===== config.mk =====
export PLATFORM = sky130hd
export DESIGN_NAME = bcd_scan_ctrl
export DESIGN_NICKNAME = d
export VERILOG_FILES = /design/src/rtl/bcd_scan_ctrl.sv
export SDC_FILE = /design/constraint.sdc
export NUM_CORES = 1
export LEC_CHECK = 0
export CORE_ASPECT_RATIO = 1.2
export CORE_MARGIN = 8
export CORE_UTILIZATION = 40
export DETAILED_ROUTE_END_ITERATION = 8
export HOLD_SLACK_MARGIN = 0.02
export PLACE_DENSITY = 0.66
export SLEW_MARGIN = 0
export SYNTH_ARGS = -nofsm -noshare
export SYNTH_HDL_FRONTEND = slang
export SYNTH_SLANG_ARGS = --single-unit

===== constraint.sdc =====
create_clock -name clk -period 3.9 [get_ports clk]
set_clock_uncertainty 0.05 [all_clocks]
set_input_delay 0.975 -clock clk [delete_from_list [all_inputs] [get_ports clk]]
set_output_delay 0.975 -clock clk [all_outputs]
set_load 0.01 [all_outputs]

===== src/rtl/bcd_scan_ctrl.sv =====
// Sequential double-dabble BCD converter with a multiplexed common-anode 7-segment scan.
// Define BCD_LZB_EN to blank leading zeros on the display (ones digit never blanked).
module bcd_scan_ctrl #(
  parameter int unsigned SCAN_DIV = 50000
) (
  input  logic        clk,
  input  logic        nreset,
  input  logic        start,
  input  logic [15:0] bin,
  output logic        busy,
  output logic        done,
  output logic [19:0] digits,
  output logic [4:0]  an,
  output logic [6:0]  seg
);

  typedef enum logic [1:0] {
    IDLE  = 2'd0,
    SHIFT = 2'd1,
    DONE  = 2'd2
  } state_t;

  localparam logic [15:0] SCAN_LAST = 16'(SCAN_DIV - 1);

  state_t      state;
  state_t      state_nxt;
  logic [15:0] shreg;
  logic [19:0] work;
  logic [3:0]  count;
  logic [19:0] work_adj;
  logic [19:0] work_nxt;
  logic [15:0] shreg_nxt;
  logic        last_shift;
  logic        accept;

  logic [15:0] scan_cnt;
  logic [2:0]  index;
  logic        scan_wrap;
  logic [3:0]  sel_nib;
  logic        blank;

  // ---------------------------------------------------------------------------
  // Conversion FSM
  // ---------------------------------------------------------------------------
  always_ff @(posedge clk or negedge nreset) begin
    if (!nreset) begin
      state <= IDLE;
    end else begin
      state <= state_nxt;
    end
  end

  always_comb begin
    state_nxt = state;
    case (state)
      IDLE:    state_nxt = start ? SHIFT : IDLE;
      SHIFT:   state_nxt = last_shift ? DONE : SHIFT;
      DONE:    state_nxt = start ? SHIFT : IDLE;
      default: state_nxt = IDLE;
    endcase
  end

  always_comb begin
    busy = (state == SHIFT);
    done = (state == DONE);
  end

  // ---------------------------------------------------------------------------
  // Double-dabble datapath: add-3 correction on every nibble, then shift
  // ---------------------------------------------------------------------------
  always_comb begin
    work_adj = work;
    for (int unsigned i = 0; i < 5; i++) begin
      if (work[4*i +: 4] >= 4'd5) begin
        work_adj[4*i +: 4] = work[4*i +: 4] + 4'd3;
      end
    end
    work_nxt  = {work_adj[18:0], shreg[15]};
    shreg_nxt = {shreg[14:0], 1'b0};
  end

  assign accept     = (state != SHIFT) && start;
  assign last_shift = (state == SHIFT) && (count == 4'd15);

  always_ff @(posedge clk or negedge nreset) begin
    if (!nreset) begin
      shreg <= '0;
      work  <= '0;
      count <= '0;
    end else if (accept) begin
      shreg <= bin;
      work  <= '0;
      count <= '0;
    end else if (state == SHIFT) begin
      shreg <= shreg_nxt;
      work  <= work_nxt;
      count <= count + 4'd1;
    end
  end

  // Result is captured from the final shift itself so it is valid in the DONE cycle.
  always_ff @(posedge clk or negedge nreset) begin
    if (!nreset) begin
      digits <= '0;
    end else if (last_shift) begin
      digits <= work_nxt;
    end
  end

  // ---------------------------------------------------------------------------
  // Display scan, free-running and independent of the converter
  // ---------------------------------------------------------------------------
  assign scan_wrap = (scan_cnt == SCAN_LAST);

  always_ff @(posedge clk or negedge nreset) begin
    if (!nreset) begin
      scan_cnt <= '0;
      index    <= '0;
    end else if (scan_wrap) begin
      scan_cnt <= '0;
      index    <= (index == 3'd4) ? 3'd0 : index + 3'd1;
    end else begin
      scan_cnt <= scan_cnt + 16'd1;
    end
  end

  always_comb begin
    sel_nib = '0;
    case (index)
      3'd0:    sel_nib = digits[3:0];
      3'd1:    sel_nib = digits[7:4];
      3'd2:    sel_nib = digits[11:8];
      3'd3:    sel_nib = digits[15:12];
      3'd4:    sel_nib = digits[19:16];
      default: sel_nib = '0;
    endcase
  end

`ifdef BCD_LZB_EN
  // A position is blank when it and every position above it hold zero.
  always_comb begin
    blank = 1'b0;
    case (index)
      3'd1:    blank = (digits[19:4]  == '0);
      3'd2:    blank = (digits[19:8]  == '0);
      3'd3:    blank = (digits[19:12] == '0);
      3'd4:    blank = (digits[19:16] == '0);
      default: blank = 1'b0;
    endcase
  end
`else
  assign blank = 1'b0;
`endif

  always_comb begin
    an  = ~(5'b00001 << index);
    seg = 7'h7F;
    if (!blank) begin
      case (sel_nib)
        4'd0:    seg = 7'h40;
        4'd1:    seg = 7'h79;
        4'd2:    seg = 7'h24;
        4'd3:    seg = 7'h30;
        4'd4:    seg = 7'h19;
        4'd5:    seg = 7'h12;
        4'd6:    seg = 7'h02;
        4'd7:    seg = 7'h78;
        4'd8:    seg = 7'h00;
        4'd9:    seg = 7'h10;
        default: seg = 7'h7F;
      endcase
    end
  end

endmodule

==> reports/metrics.yaml <==
run_status:
  outcome: "completed"
drt:
  drt-vias-per-instance: 5.30
  drt-met1-wl_mm: 4.26
  wl_per_cell_um: 15.1
  finalWirelength_mm: 9.22
  drt_iter0_drc: 134
  route.detailed.drc: 0
  wl_met2_mm: 4.36
  vias: 3246
  drtPass1Iterations: 4
  routed-wl-met3_um: 440
  highest_layer: "met4"
  postRouteAntennaNets: 0
logic_synthesis:
  synthFlopType: "dfrtp_1"
  synth-seq-area-share: 0.485
  yosys_warnings: 0
  synthCells: 433
  synth-seq-cells: 81
  yosysUniqueCellTypes: 45
  syn_area_mm2: 0.00418
  synthAdderAreaFrac: 0.0659
  synth-async-reset-ratio: 1.00
  synth-simple-area-share: 0.164
  postSynthAreaPerCell_um2: 9.65
  synth_edf_count: 0
  synthMuxAreaShare: 0.0617
  synth_compound_area_frac: 0.143
  synth_top_family_by_area: "simple AND/OR/NAND/NOR gates"
  synthXorXnorAreaFrac: 0.0357
  syn-num-nets: 474
final_layout:
  antennaDiodeCount: 0
  nets: 520
  fill_cells: 991
  area_growth_pct: 22.3
  postLayoutCellArea_mm2: 0.00511
  drive_gt1_frac: 0.0766
  multi_input_area_mm2: 0.00200
  stdcell_count: 612
  seq_area_mm2: 0.00203
critical_path:
  critPathKind: "reg -> out"
  crit_slowest_cell: "clkdlybuf4s50_1"
  worstSetupEndpointType: "output port"
  cpMostUsedCell: "inv_1"
  crit_fanout: 9
  cp.required_ns: 2.87
  critPathMaxStageDelay_ns: 0.56
  worstPathArrival_ns: 2.82
  cp-start-kind: "flip-flop"
  cp_cell_sequence: "inv_1 -> ha_2 -> inv_1 -> o221ai_4 -> inv_1 -> ha_1 -> or2_0 -> a31oi_1 -> clkdlybuf4s50_1"
timing:
  finalSetupViolations: 0
  final-hold-violation-count: 0
  fmax_ghz: 0.260
  worstMarginPinSlew_ns: 1.01
  period_minus_slack_ns: 3.85
  maxSlewViolCount: 0
  slew_headroom: 0.326
  fin_crit_sh: 0.986
  rsz0062_at_grt: "true"
  whs_ns: 0.416
floorplanning:
  initial_utilization: 0.403
  die_h_um: 128
  rows: 41
  die_area_mm2: 0.0140
  core_area_mm2: 0.0104
  die_w_um: 109
  io_pins: 53
placed_design:
  io_buffers: 52
  globalplace.congestion: 0.847
  dp.final_hpwl_mm: 6.61
  dp_cells: 595
  placed_area_mm2: 0.00478
hold_path:
  worstHoldPathType: "reg -> reg"
clock_tree:
  cts_hold_buffers: 0
  ctsLongestPathBuffers: 2
  clk_latency_ns: 0.33
  cts.clk_slew.worst_paths_ns: 0.06
  root_buffer: "clkbuf_16"
  clkSinkCount: 81
  cts-buffers-inserted: 9
  cts_tree: "done"
  h-tree-depth: 3
power:
  internal_power_uw: 2360
  power_density_mw_per_mm2: 732
  p_comb_frac: 0.415
  clockPowerShare: 0.214
  p_sw_uw: 1370
  power.share.switching: 0.368
  peakVddDrop_uv: 331
  pwr-share-seq: 0.370
  power_leakage_uw: 0.00227
global_routing:
  grt_use_total: 0.140
  grt_max_degree: 82
  grt_pass1_wl_mm: 15.5
  grt_pass1_vias: 3245
  grt_overflow: 0
  antenna_found_initial: 0
flow_run:
  drv_cap: 0
## cells by family (layout without fill, tap and decap cells)
family	Yosys count	after routing
flops	81	81
simple gates	139	139
compound gates	105	105
mux	25	25
xor+xnor	17	17
fa+ha+maj	22	22
buf+inv	44	94
## worst max-delay path, delay by kind of cell (launching register included)
| kind | cells | cell delay (ns) |
|---|---|---|
| flops | 1 | 0.40 |
| compound gates | 2 | 0.42 |
| fa+ha+maj | 2 | 0.53 |
| simple gates | 1 | 0.23 |
| buf+inv | 4 | 0.92 |
## placed cells by master (no fill, tap or decap), types with 7 or more instances in the layout
cell type        Yosys  final
a21oi_1             15     15
a31oi_1              7      7
clkbuf_16            0      9
clkdlybuf4s50_1      0     50
dfrtp_1             81     80
ha_1                22     21
inv_1               22     22
mux2i_1             19     19
nand2_1             57     57
nand3_1             20     20
nor2_1              17     17
o21ai_0             66     66
xnor2_1              8      8
xor2_1               9      9
## flip-flops by register name, indices dropped and copies added, names as in the netlist
signal and count:
count 4, digits 20, index 3, scan_cnt 16
shreg 16, state 2, work 20
## what timing repair did
action                     4_1_cts  5_1_grt
setup endpoints to repair        3        7
buffers inserted                 1        1
pin swaps                        1        0
resized for setup                3        4
## cells in the mapped netlist, types with 2 or more instances
cell	count	area [µm²]
mux2_2	6	67.6
o31ai_1	2	15.0
and4_1	2	17.5
mux2i_1	19	190
a21oi_1	15	75.1
a31oi_1	7	43.8
ha_1	22	275
xnor2_1	8	70.1
clkbuf_1	10	37.5
a222oi_1	3	30.0
buf_2	10	50.1
nand3_1	20	100
dfrtp_1	81	2030
and3_1	5	31.3
xor2_1	9	78.8
nor4bb_1	2	20.0
o21ai_0	66	330
or3b_2	4	35.0
or2_0	2	12.5
nand4_1	3	18.8
nand2b_1	6	37.5
and2_1	2	12.5
nor3b_1	4	30.0
a32oi_1	3	26.3
nor3_1	6	30.0
nor2b_1	3	18.8
inv_1	22	82.6
nor2_1	17	63.8
o21a_1	2	15.0
nand2_1	57	214
## metal layers
layer	vias to the layer above	global-route usage
met5	-	0
met4	0	0.0605
met3	10	0.0382
met2	64	0.221
met1	1580	0.176
li1	1592	-
## stage by stage
step           TNS, ns  utilization  setup slack [ns]  power (µW)
4_1_cts              0        0.490            0.0179        3770
6_report             0        0.493            0.0548        3740
5_1_grt         -0.195        0.493           -0.0937        4030
2_1_floorplan        0            -             0.892        2300
3_5_place_dp         0        0.461             0.180        2950
3_3_place_gp         0        0.461             0.314        2880
## path summary, 6_finish.rpt
kind                       slack (ns)               endpoint  depth (start not counted)                   from
min in group asynchronous        0.76  digits[6]$_DFFE_PN0P_                          1                 nreset
max in group asynchronous        2.35   index[2]$_DFFE_PN0N_                          1                 nreset
min reg2reg                      0.42  scan_cnt[0]$_DFF_PN0_                          1  scan_cnt[0]$_DFF_PN0_
max reg2reg                      1.72  digits[3]$_DFFE_PN0P_                          6     state[0]$_DFF_PN0_
max                              0.05                 seg[5]                          9   index[0]$_DFFE_PN0N_
min                              0.42  scan_cnt[0]$_DFF_PN0_                          1  scan_cnt[0]$_DFF_PN0_
## power groups by stage
stage	registers (µW)	logic [µW]	clock network, µW
2_1_floorplan	1360	940	0
4_1_cts	1390	1560	823
3_5_place_dp	1400	1550	0
6_report	1380	1550	802
5_1_grt	1430	1740	861
3_3_place_gp	1390	1490	0
## area by class of cell
class / count / area share
clock buffers: 13 / 0.0529
clock inverters: 2 / 0.00245
inverters: 22 / 0.0162
multi-input cells: 308 / 0.391
flip-flops and latches: 81 / 0.397
well taps: 129 / 0.0316
repair buffers: 57 / 0.109
(Power assumes the default switching activity.)
